$ cat config.mk
export PLATFORM = sky130hd
export DESIGN_NAME = mic_frame_ram_writer
export DESIGN_NICKNAME = d
export VERILOG_FILES = /design/src/rtl/mic_frame_pkg.sv /design/src/rtl/mic_frame_ram_writer_packer.sv /design/src/rtl/mic_frame_ram_writer.sv
export SDC_FILE = /design/constraint.sdc
export NUM_CORES = 1
export LEC_CHECK = 0
export ABC_AREA = 1
export CAP_MARGIN = 20
export CORE_MARGIN = 3
export CORE_UTILIZATION = 47
export CTS_BUF_LIST = sky130_fd_sc_hd__clkbuf_8
export DETAILED_ROUTE_END_ITERATION = 8
export HOLD_SLACK_MARGIN = 0.05
export PLACE_DENSITY = 0.76
export SLEW_MARGIN = 40
export SYNTH_ARGS = -nofsm -noshare
export SYNTH_HDL_FRONTEND = slang
export SYNTH_SLANG_ARGS = --single-unit
$ cat constraint.sdc
create_clock -name clk_clk -period 1.8 [get_ports clk_clk]
set_input_delay 0.36 -clock clk_clk [delete_from_list [all_inputs] [get_ports clk_clk]]
set_output_delay 0.36 -clock clk_clk [all_outputs]
set_load 0.01 [all_outputs]
$ cat src/rtl/mic_frame_pkg.sv
// Shared types, constants and elaboration helpers for the
// multi-channel mic frame writer into the Nios dual-port RAM.
package mic_frame_pkg;

  typedef enum logic [1:0] {
    IDLE       = 2'd0,
    WAIT_FRAME = 2'd1,
    WRITE      = 2'd2
  } state_e;

  localparam logic [3:0] BE_FULL = 4'hF;
  localparam logic [3:0] BE_LO   = 4'h3;

  function automatic int wpf(input int nch, input int sw);
    return (nch * sw + 31) / 32;
  endfunction

  function automatic int half_base(input logic h, input int aw);
    return h ? (1 << (aw - 1)) : 0;
  endfunction

  function automatic bit sw_ok(input int sw);
    return (sw == 16) || (sw == 32);
  endfunction

  function automatic bit cfg_ok(input int nch, input int sw,
                                input int aw, input int fpb);
    return sw_ok(sw) && (nch >= 1) && (nch <= 16) && (aw >= 2) &&
           (fpb >= 1) && (fpb * wpf(nch, sw) <= (1 << (aw - 1)));
  endfunction

endpackage

$ cat src/rtl/mic_frame_ram_writer_packer.sv
// Frame register plus word selector: turns one latched frame
// into 32-bit RAM words and their byte lanes.
module mic_frame_packer
  import mic_frame_pkg::*;
#(
  parameter int NUM_CH   = 4,
  parameter int SAMPLE_W = 16,
  parameter int WPF      = 2,
  parameter int WI_W     = 2
) (
  input  logic                       clk_i,
  input  logic                       rst_ni,
  input  logic                       load_i,
  input  logic [NUM_CH*SAMPLE_W-1:0] data_i,
  input  logic [WI_W-1:0]            widx_i,
  output logic [31:0]                wdata_o,
  output logic [3:0]                 be_o
);

  localparam int FW = NUM_CH * SAMPLE_W;
  localparam bit ODD_HALF = (SAMPLE_W == 16) && (NUM_CH % 2 == 1);

  logic [FW-1:0]     frame_q;
  logic [FW-1:0]     src;
  logic [WPF*32-1:0] pad;

  always_ff @(posedge clk_i or negedge rst_ni) begin
    if (!rst_ni) frame_q <= '0;
    else if (load_i) frame_q <= data_i;
  end

  // word 0 is registered on the accept edge, before frame_q holds it
  assign src = load_i ? data_i : frame_q;

  always_comb begin
    pad = '0;
    pad[FW-1:0] = src;
  end

  assign wdata_o = pad[{widx_i, 5'd0} +: 32];
  assign be_o = (ODD_HALF && (widx_i == WI_W'(WPF - 1))) ? BE_LO : BE_FULL;

endmodule

$ cat src/rtl/mic_frame_ram_writer.sv
// Mic frame capture into a ping-pong RAM split with level IRQ
// on half-buffer completion and a saturating overrun count.
module mic_frame_ram_writer
  import mic_frame_pkg::*;
#(
  parameter int NUM_CH         = 4,
  parameter int SAMPLE_W       = 16,
  parameter int ADDR_W         = 10,
  parameter int FRAMES_PER_BUF = 64
) (
  input  logic                       clk_clk,
  input  logic                       reset_reset_n,
  input  logic                       enable,
  input  logic                       smp_valid,
  output logic                       smp_ready,
  input  logic [NUM_CH*SAMPLE_W-1:0] smp_data,
  output logic [ADDR_W-1:0]          ram_address,
  output logic                       ram_chipselect,
  output logic                       ram_clken,
  output logic                       ram_write,
  output logic [31:0]                ram_writedata,
  output logic [3:0]                 ram_byteenable,
  output logic                       irq,
  input  logic                       irq_ack,
  output logic                       buf_sel,
  output logic [15:0]                overrun_cnt
);

  localparam int WPF  = wpf(NUM_CH, SAMPLE_W);
  localparam int WI_W = $clog2(WPF + 1);

  if (!cfg_ok(NUM_CH, SAMPLE_W, ADDR_W, FRAMES_PER_BUF)) begin : g_cfg_bad
    $error("mic_frame_ram_writer: illegal parameter set");
  end

  state_e              state_q, state_d;
  logic                hs, wr_next, last_w, done_buf;
  logic [WI_W-1:0]     widx_q, widx_d, nxt_widx;
  logic                half_q, half_d;
  logic [ADDR_W-1:0]   fidx_q, fidx_d;
  logic                irq_q, irq_d;
  logic                bsel_q, bsel_d;
  logic [15:0]         ovr_q, ovr_d;
  logic [ADDR_W-1:0]   addr_q, addr_d;
  logic                cs_q;
  logic [31:0]         wd_q, pk_wd;
  logic [3:0]          be_q, pk_be;

  assign hs       = smp_valid & smp_ready;
  assign last_w   = (state_q == WRITE) && (widx_q == WI_W'(WPF - 1));
  assign done_buf = last_w && (fidx_q == ADDR_W'(FRAMES_PER_BUF - 1));
  assign nxt_widx = hs ? '0 : widx_q + WI_W'(1);

  always_ff @(posedge clk_clk or negedge reset_reset_n) begin
    if (!reset_reset_n) state_q <= IDLE;
    else state_q <= state_d;
  end

  always_comb begin
    state_d = state_q;
    unique case (state_q)
      IDLE:       if (enable) state_d = WAIT_FRAME;
      WAIT_FRAME: begin
        if (hs) state_d = WRITE;
        else if (!enable) state_d = IDLE;
      end
      WRITE:      if (last_w) state_d = enable ? WAIT_FRAME : IDLE;
      default:    state_d = IDLE;
    endcase
  end

  always_comb begin
    smp_ready = (state_q == WAIT_FRAME);
    wr_next   = hs || ((state_q == WRITE) && !last_w);
  end

  always_comb begin
    widx_d = wr_next ? nxt_widx : widx_q;
    half_d = half_q;
    fidx_d = fidx_q;
    if (state_q == IDLE) begin
      half_d = 1'b0;
      fidx_d = '0;
    end else if (done_buf) begin
      half_d = ~half_q;
      fidx_d = '0;
    end else if (last_w) begin
      fidx_d = fidx_q + ADDR_W'(1);
    end
    addr_d = ADDR_W'(half_base(half_q, ADDR_W)) +
             ADDR_W'(int'(fidx_q) * WPF) + ADDR_W'(nxt_widx);
  end

  // ack loses to a completion landing in the same cycle
  always_comb begin
    irq_d  = irq_q;
    bsel_d = bsel_q;
    ovr_d  = ovr_q;
    if (done_buf) begin
      irq_d  = 1'b1;
      bsel_d = half_q;
    end else if (irq_ack) begin
      irq_d = 1'b0;
    end
    if (state_q == IDLE) ovr_d = '0;
    else if (done_buf && irq_q && !irq_ack && (ovr_q != 16'hFFFF))
      ovr_d = ovr_q + 16'd1;
  end

  always_ff @(posedge clk_clk or negedge reset_reset_n) begin
    if (!reset_reset_n) begin
      widx_q <= '0;
      half_q <= 1'b0;
      fidx_q <= '0;
      irq_q  <= 1'b0;
      bsel_q <= 1'b0;
      ovr_q  <= '0;
      addr_q <= '0;
      cs_q   <= 1'b0;
      wd_q   <= '0;
      be_q   <= '0;
    end else begin
      widx_q <= widx_d;
      half_q <= half_d;
      fidx_q <= fidx_d;
      irq_q  <= irq_d;
      bsel_q <= bsel_d;
      ovr_q  <= ovr_d;
      cs_q   <= wr_next;
      addr_q <= wr_next ? addr_d : '0;
      wd_q   <= wr_next ? pk_wd : '0;
      be_q   <= wr_next ? pk_be : '0;
    end
  end

  mic_frame_packer #(
    .NUM_CH   (NUM_CH),
    .SAMPLE_W (SAMPLE_W),
    .WPF      (WPF),
    .WI_W     (WI_W)
  ) u_packer (
    .clk_i   (clk_clk),
    .rst_ni  (reset_reset_n),
    .load_i  (hs),
    .data_i  (smp_data),
    .widx_i  (nxt_widx),
    .wdata_o (pk_wd),
    .be_o    (pk_be)
  );

  assign ram_address    = addr_q;
  assign ram_chipselect = cs_q;
  assign ram_clken      = cs_q;
  assign ram_write      = cs_q;
  assign ram_writedata  = wd_q;
  assign ram_byteenable = be_q;
  assign irq            = irq_q;
  assign buf_sel        = bsel_q;
  assign overrun_cnt    = ovr_q;

endmodule

==> flow_summary.yaml <==
route:
  first_iter_violations: 450
  dr.pass1.iters: 5
  drtAntennaViolNets: 0
  drc: 0
  viasPerCell: 5.195
  drt-wirelength-per-cell_um: 15.02
  drt-total-wl_um: 15230
  vias: 5268
cells_and_area:
  drive_gt1_share_pct: 14.01
  nets: 903
  instances_no_fill: 1014
  n_antenna_cell: 0
  final_cell_mix: "nand2_1 (133), dfrtp_1 (132), clkdlybuf4s50_1 (122), nor2_1 (99), nand3_1 (73)"
  layout_commonest_cell: "nand2_1"
  syn_to_final_growth_pct: 37.32
pwr:
  ir_drop_mv: 0.6886
  power_density_nw_per_um2: 1398
  total_power_w: 0.01186
  leakage_nw: 4.021
grt:
  grt_usage_pct: 21.48
  grt_antenna_before_repair: 0
  grt_max_degree: 49
  gr-total-overflow: 0
  grt_pass1_vias: 5241
  grt_pass1_wl_um: 24720
sta:
  tns_ns: 0
  fmax_ghz: 0.5694
  tightestPinTransition_ns: 0.3757
  clock_skew_ns: 0.01054
  rsz0062_at_grt: "yes"
  hold_viol: 0
  maxSlewViolCount: 0
  slew_headroom_pct: 74.95
  whs_ns: 0.3579
  period_needed_ns: 1.756
  fin_crit_sh_pct: 97.56
  setup_viol_count_final: 0
setup_path:
  path_class: "register to register"
  cp.required_ns: 2.12
  reg2reg_depth: 11
  critPathMaxFanout: 2
  endpoint_kind: "register"
  r2r_slack_ns: 0.04
  reg2reg_to: "ram_address[9]"
  startpoint_type: "register"
  rr_startpoint: "widx_q[0]"
  cp.arrival_ns: 2.08
logic_synthesis:
  syn-cell-area_um2: 6178
  syn_nets: 740
  ys_top_cells_by_area: "dfrtp_1 (57%), nand2_1 (8.3%), nor2_1 (6.2%), nand3_1 (6.2%), mux2_1 (5.1%)"
  yosys.area.top_type: "dfrtp_1"
  yosysSeqAreaShare_pct: 56.70
  syn_area_per_cell_um2: 9.277
  ys_seq_elements: 140
  synthCells: 666
  synth.distinct_cells: 32
  yosys_warnings: 0
  synth_top_area_share_pct: 56.70
clock_tree:
  ctsLongestPathBuffers: 2
  cts_tree: "yes"
  clock_latency_ns: 0.45
  clkSinkCount: 140
  numCtsBuffers: 17
  clk_pin_slew_ns: 0.08
  clock_tree.root_cell: "clkbuf_8"
  htreeDepth: 4
status:
  status: "finished, final reports clean"
job:
  drv_cap: 0
die:
  rows: 41
  die_area_um2: 14560
  fp.dieW_um: 120.7
  start_util_pct: 48.56
  core_region_area_um2: 12720
  io_pins: 137
  die_y_um: 120.7
hold_path:
  hold_path.class: "input port to asynchronous set/reset pin"
place:
  portBuffers: 136
  hpwlAfterDp_um: 10200
  dpl.cell_count: 965
  routabilityCongestion: 0.8936
[cell families after synthesis]
group                    count (synthesis)  synth area share (%)
adder cells (fa/ha/maj)                  5                 1.013
flip-flops                             140                 56.70
AO/OA/AOI/OAI                           21                 1.802
AND/OR/NAND/NOR                        382                 27.34
XOR/XNOR                                11                 1.559
multiplexers                            32                 5.832
buffers and inverters                   75                 5.751
[routing by layer]
metal,global-route usage [%],share of wire (%),vias up
met1,27.31,41,2574
met2,35.17,50,178
met4,8.853,2.3,0
li1,-,-,2486
met5,0,0,-
met3,5.472,5.9,30
[registers in the layout (all words and copies together), names as in the netlist]
signal            count
u_packer.frame_q     64
ram_writedata        32
overrun_cnt          16
fidx_q               10
ram_address          10
state_q               2
widx_q                2
buf_sel               1
half_q                1
irq                   1
ram_byteenable        1
[critical path: stages, from the launching register on]
cell     delay, ns
dfrtp_1       0.39
ha_1          0.29
inv_1         0.07
nand2_2       0.06
inv_2         0.08
ha_4          0.15
ha_4          0.13
nand2_2       0.08
nor2_4        0.13
nand2_2       0.06
o21ai_1       0.13
a21oi_1       0.05
[synthesized netlist by cell type, drive strengths merged]
library cell / number
dfrtp: 140
nand2: 140
nor2: 106
nand3: 77
nor3: 42
inv: 37
mux2: 32
buf: 31
o21ai: 11
xor2: 10
nand3b: 8
nand4: 8
a21oi: 7
clkbuf: 6
ha: 5
a211oi: 1
a21boi: 1
a31oi: 1
and3: 1
clkinv: 1
xnor2: 1
[area by class of cell]
| type | count | area (µm²) |
|---|---|---|
| clock buffers | 18 | 247.7 |
| clock inverters | 14 | 168.9 |
| fillers | 1045 | 4238 |
| inverters | 38 | 142.6 |
| multi-input cells | 451 | 2396 |
| flip-flops and latches | 140 | 3513 |
| well taps | 172 | 215.2 |
| repair buffers | 181 | 1800 |
[worst max-delay path by stage]
stage,endpoint,cells past startpoint,startpoint
floorplan,ram_address[9],11,widx_q[0]
CTS,ram_write,1,ram_byteenable[2]
global placement,ram_address[9],11,smp_valid
global route,ram_address[9],11,widx_q[0]
detailed placement,ram_address[9],11,smp_valid
finish,ram_address[9],11,widx_q[0]
[per-stage QoR]
stage | utilization (%) | setup slack [ns] | cell area, µm²
2_1_floorplan | - | 0.09058 | 6178
3_3_place_gp | 61.63 | -0.2576 | 7841
3_5_place_dp | 61.63 | -0.2797 | 7841
4_1_cts | 65.86 | 0.004710 | 8379
5_1_grt | 66.69 | -0.02342 | 8484
6_report | 66.69 | 0.04385 | 8484
[power breakdown]
group / total (W) / switching (W) / internal [W]
Sequential: 0.00466 / 0.000436 / 0.00423
Combinational: 0.00455 / 0.00246 / 0.00210
Clock: 0.00264 / 0.00123 / 0.00141
Total: 0.0119 / 0.00412 / 0.00774
[timing repair]
item                                   CTS  global route
buffers inserted                        13             3
pin swaps                                2             4
gates resized for setup                 23            21
setup endpoints to repair               24            70
hold buffers                             1             0
endpoints found under the hold margin   25             0
No activity file was read; power rests on OpenSTA's default activity.
==> RTL change 1, RTL diff (same flow settings) <==
`NUM_CH` is set to 4 in 2 places; all go to 16.
--- a/src/rtl/mic_frame_ram_writer_packer.sv
+++ b/src/rtl/mic_frame_ram_writer_packer.sv
@@ -5,3 +5,3 @@
 #(
-  parameter int NUM_CH   = 4,
+  parameter int NUM_CH   = 16,
   parameter int SAMPLE_W = 16,
--- a/src/rtl/mic_frame_ram_writer.sv
+++ b/src/rtl/mic_frame_ram_writer.sv
@@ -5,3 +5,3 @@
 #(
-  parameter int NUM_CH         = 4,
+  parameter int NUM_CH         = 16,
   parameter int SAMPLE_W       = 16,
Ports: changed (resized smp_data); port bits go from 137 to 329. The function was not compared with the original's and may differ.
==> RTL change 1 against the unedited design <==
The run now ends with negative setup slack left. Cell area grew to 3.2 times the old value. Hold slack lost 0.20 ns. Setup slack lost 0.21 ns. Synthesized area grew to 3.0 times the old value. Sequential cell count grew 194. Non-clock buffer count grew 419. Wire length grew to 4.9 times the old value. First-iteration DRC count grew to 4.0 times the old value. Clock power grew to 2.6 times the old value. Critical path depth shrank 6. Power grew to 4.0 times the old value. Critical endpoint is now smp_ready.
==> RTL change 1: results (changes against the unedited design) <==
stage	metric	value	unit	change
grt	grt_use_met3	6.11	%	+0.64 points
yosys	synth.area.top_cells	dfrtp_1 (46%), nand2_1 (16%), inv_1 (9.9%), nand3_1 (6.2%), nand4_1 (3.7%)		
power	ir_drop	0.990	mV	+44%
sta	fin_ws	-0.166	ns	-0.210 ns
yosys	syn_nets	2798		+280%
yosys	yosysUniqueCellTypes	30		-6.3%
placed_design	place_congestion	0.913		+2.2%
yosys	synth_common_cells	nand2_1 (788), inv_1 (484), dfrtp_1 (334)		
sta	setup_viol	108		+108
placed_design	port_buffers	328		+140%
worst_setup_path	worstPathArrival	1.61	ns	-0.47 ns
sta	totalNegativeSetupSlack	-5.16	ns	-5.16 ns
clock_network	cts_buffers	58		+41
layout	nets	3299		+270%
layout	final_layout_size_suffix_gt1_share	22.6	%	+8.6 points
grt	antenna_found_initial	4		+4
grt	grt_pass1_vias	19200		+270%
run_status	run_status	finished, violations left		
clock_network	htreeDepth	2		-2
sta	skew	0.0397	ns	+0.0291 ns
grt	grt_max_degree	76		+55%
clock_network	clock_latency	0.68	ns	+0.23 ns
yosys	ys_seq_area_share	45.7	%	-11 points
run_status	failed_checks	negative setup slack		
clock_network	clkTransAtPathRegs	0.06	ns	-0.02 ns
-- RTL change 1: path summary, 6_finish.rpt --
check,slack [ns],cells past startpoint,start,endpoint
max,-0.17,5,state_q[1],smp_ready
min,0.16,2,reset_reset_n,u_packer.frame_q[108]
max reg2reg,-0.15,13,state_q[1],ram_writedata[6]
min reg2reg,0.48,2,u_packer.frame_q[165],u_packer.frame_q[165]
max in group asynchronous,0.82,3,reset_reset_n,ram_byteenable[2]
min in group clk_clk,0.22,3,smp_data[181],u_packer.frame_q[181]
-- RTL change 1: kinds of logic after synthesis --
kind of cell	count (synthesis)	share of synthesized area, %
adders and majority gates	5	0.342
xor gates and xnor gates	13	0.622
and+or+nand+nor	1316	31.7
DFF	334	45.7
buffers and inverters	648	14.3
AOI/OAI and AO/OA	216	7.30
-- RTL change 1: cell type report --
cell class,count,area (um^2)
well taps,511,639
clock inverters,26,118
fillers,2890,10500
inverters,489,1880
repair buffers,600,6750
flip-flops and latches,334,8380
multi-input cells,1550,8720
clock buffers,73,1000
-- RTL change 1: metrics by stage --
stage	hold slack (ns)	total power, uW
CTS	0.148	43500
detailed placement	0.255	32900
finish	0.156	47000
global placement	0.247	32300
floorplan	0.0644	24200
global route	0.170	49500
-- RTL change 1: power by group through the flow --
stage / logic (uW) / registers [uW] / clock network (uW)
after floorplan: 12800 / 11400 / 0
after global placement: 20700 / 11600 / 0
after detailed placement: 21100 / 11700 / 0
after CTS: 24900 / 11600 / 6950
after global routing: 30300 / 11900 / 7300
final: 28300 / 11800 / 6940
-- RTL change 1: repair_timing --
| item | in CTS | in global routing |
|---|---|---|
| pin swaps | 74 | 76 |
| hold endpoints to repair | 327 | 0 |
| setup buffers | 61 | 17 |
| gates resized for setup | 310 | 331 |
| cloned | 19 | 20 |
| setup endpoints to repair | 141 | 155 |
| hold buffers | 1 | 0 |
-- RTL change 1: worst max-delay path, cell delays in order, from the launching register on --
cell      delay, ns
dfrtp_1        0.43
clkinv_4       0.12
buf_8          0.15
nand2_4        0.08
inv_2          0.04
buf_6          0.11
-- RTL change 1: metal layers --
layer,vias to the layer above,routed length (um)
li1,8815,-
met1,9312,28700
met2,1151,34700
met3,246,6970
met4,6,4030
met5,-,38
==> RTL change 2, RTL diff (same settings) <==
Made on the original files. Make the reset (`reset_reset_n` and `rst_ni`) synchronous in 3 clocked blocks.
--- a/src/rtl/mic_frame_ram_writer_packer.sv
+++ b/src/rtl/mic_frame_ram_writer_packer.sv
@@ -26,3 +26,3 @@
 
-  always_ff @(posedge clk_i or negedge rst_ni) begin
+  always_ff @(posedge clk_i) begin
     if (!rst_ni) frame_q <= '0;
--- a/src/rtl/mic_frame_ram_writer.sv
+++ b/src/rtl/mic_frame_ram_writer.sv
@@ -53,3 +53,3 @@
 
-  always_ff @(posedge clk_clk or negedge reset_reset_n) begin
+  always_ff @(posedge clk_clk) begin
     if (!reset_reset_n) state_q <= IDLE;
@@ -109,3 +109,3 @@
 
-  always_ff @(posedge clk_clk or negedge reset_reset_n) begin
+  always_ff @(posedge clk_clk) begin
     if (!reset_reset_n) begin
Check against the original RTL: differs if reset_reset_n is asserted again (counterexample within 4 cycles, from zero or initial values and one cycle with reset_reset_n low); with reset_reset_n held inactive, the same outputs for 10 cycles.
==> RTL change 2 against the unedited design <==
Non-clock buffer count shrank 11. Sequential cell count is the same. Setup slack gained 0.011 ns. Sequential share of layout area shrank 5.8 points. Register-to-register slack gained 0.06 ns. Wire length shrank 5.1%. Synthesized area shrank 8.2%. Die area shrank 7.8%. Maximum frequency grew 0.64%. Cell area shrank 7.0%. Critical path type is now reg2out.
Power is not compared: it rests on default switching activity, and its combinational part moved more than twofold at a synthesized area within 25%.
==> RTL change 2: results (changes against the unedited design) <==
stage	metric	value	unit	change
route	viasPerCell	5.08		-2.1%
grt	grtUsageTotal	22.0	%	+0.50 points
worst_setup_path	crit_family	buffers and inverters		
sta	skew	0.0164	ns	+0.00583 ns
power	leakage	0.00319	uW	
power	ir_drop	0.502	mV	
grt	antenna_found_initial	0		unchanged
route	routed_wirelength	14500	um	-5.1%
yosys	synthFlopType	dfxtp_1		
layout	nets	972		+7.6%
worst_setup_path	worstPathArrival	1.39	ns	-0.69 ns
placed_design	port_buffers	136		unchanged
clock_network	ctsRootBufferMaster	clkbuf_8		
route	drtIter0Drc	307		-32%
layout	largest_reg_flops	64		unchanged
worst_hold_path	holdCritPathClass	in2reg		
layout	antenna_cells	0		unchanged
yosys	synth.area.top_cells	dfxtp_1 (49%), nand2_1 (11%), nor2_1 (8.1%), nand3_1 (6.5%), inv_1 (5.0%)		
yosys	syn_nets	826		+12%
clock_network	cts_buffer_depth	2		unchanged
route	drtPass1Iterations	5		unchanged
yosys	yosysUniqueCellTypes	33		+3.1%
sta	hold_viol_final	0		unchanged
worst_setup_path	cpMaxStageDelayCell	clkdlybuf4s50_1		
grt	grt_pass1_wl	23600	um	-4.4%
worst_setup_path	path_max_fanout	4		+2
yosys	yosys_warnings	0		unchanged
clock_network	htreeDepth	4		unchanged
grt	grt_max_degree	65		+33%
yosys	async_flop_share	0	%	-100 points
placed_design	hpwl	9810	um	-3.8%
layout	final_layout_size_suffix_gt1_share	13.2	%	-0.83 points
yosys	ys_seq_area_share	49.4	%	-7.3 points
sta	worstMarginPinSlew	0.557	ns	+0.181 ns
clock_network	clock_latency	0.45	ns	about the same
grt	grt_pass1_vias	5101		-2.7%
placed_design	place_congestion	0.881		-1.4%
run_status	run_status	completed		
layout	nFillCells	931		-11%
clock_network	cts_buffers	17		unchanged
worst_setup_path	slowest_delay	0.57	ns	+0.18 ns
placed_design	placed_area	7250	um^2	-7.5%
layout	regMostFlops	u_packer.frame_q		
clock_network	clkTransAtPathRegs	0.08	ns	about the same
yosys	synth_common_cells	nand2_1 (165), dfxtp_1 (140), nor2_1 (122)		
RTL change 2: power by group:
| part | switching [uW] | total [uW] | internal, uW |
|---|---|---|---|
| combinational | 433 | 782 | 350 |
| clock | 1130 | 2470 | 1350 |
| sequential | 35.5 | 3210 | 3180 |
| total | 1600 | 6470 | 4870 |
RTL change 2: per-layer routing:
| metal | wire [um] | GRT usage, % |
|---|---|---|
| met3 | 975 | 6.89 |
| met4 | 125 | 6.65 |
| met2 | 7120 | 35.7 |
| met1 | 6240 | 28.1 |
| met5 | 0 | 0 |
RTL change 2: layout make-up:
type	instances	area (um^2)	share of cell area (%)
Clock inverter	10	98.8	1.25
Clock buffer	21	289	3.66
Sequential cell	140	2810	35.7
Timing Repair Buffer	170	1680	21.3
Tap cell	143	179	2.27
Inverter	80	300	3.80
Multi-Input combinational cell	489	2530	32.1
RTL change 2: metrics by stage:
| stage | std cells | TNS (ns) | setup WS (ns) |
|---|---|---|---|
| floorplan | 752 | 0 | 0.0759 |
| global placement | 1016 | 0 | 0.000165 |
| detailed placement | 1016 | -0.109 | -0.109 |
| CTS | 1048 | 0 | 0.00414 |
| global route | 1053 | 0 | 0.000160 |
| finish | 1053 | 0 | 0.0550 |
RTL change 2: tightest hold or removal path, delay by kind of cell:
kind | cells | cell delay [ns]
buffers and inverters | 2 | 0.27
AND/OR/NAND/NOR | 2 | 0.13
AO/OA/AOI/OAI | 1 | 0.05
RTL change 2: kinds of logic after synthesis:
kind of cell,Yosys count,synth area share (%)
AND/OR/NAND/NOR,385,28.6
flip-flops,140,49.4
buffers and inverters,123,9.06
AO/OA/AOI/OAI,80,8.67
multiplexers,11,1.94
XOR/XNOR,8,1.24
adder cells (fa/ha/maj),5,1.10
RTL change 2: repair_timing:
action,4_1_cts,5_1_grt
setup buffers,1,5
resized for setup,19,43
pin swaps,2,8
setup endpoints to repair,18,57
RTL change 2: worst paths after layout:
check | slack [ns] | end | depth (start not counted) | from
setup / recovery | 0.05 | overrun_cnt[7] | 1 | overrun_cnt[7]
hold / removal | 0.41 | u_packer.frame_q[45] | 5 | smp_valid
setup reg to reg | 0.10 | ram_address[7] | 12 | widx_q[1]
hold reg to reg | 0.46 | u_packer.frame_q[45] | 2 | u_packer.frame_q[45]
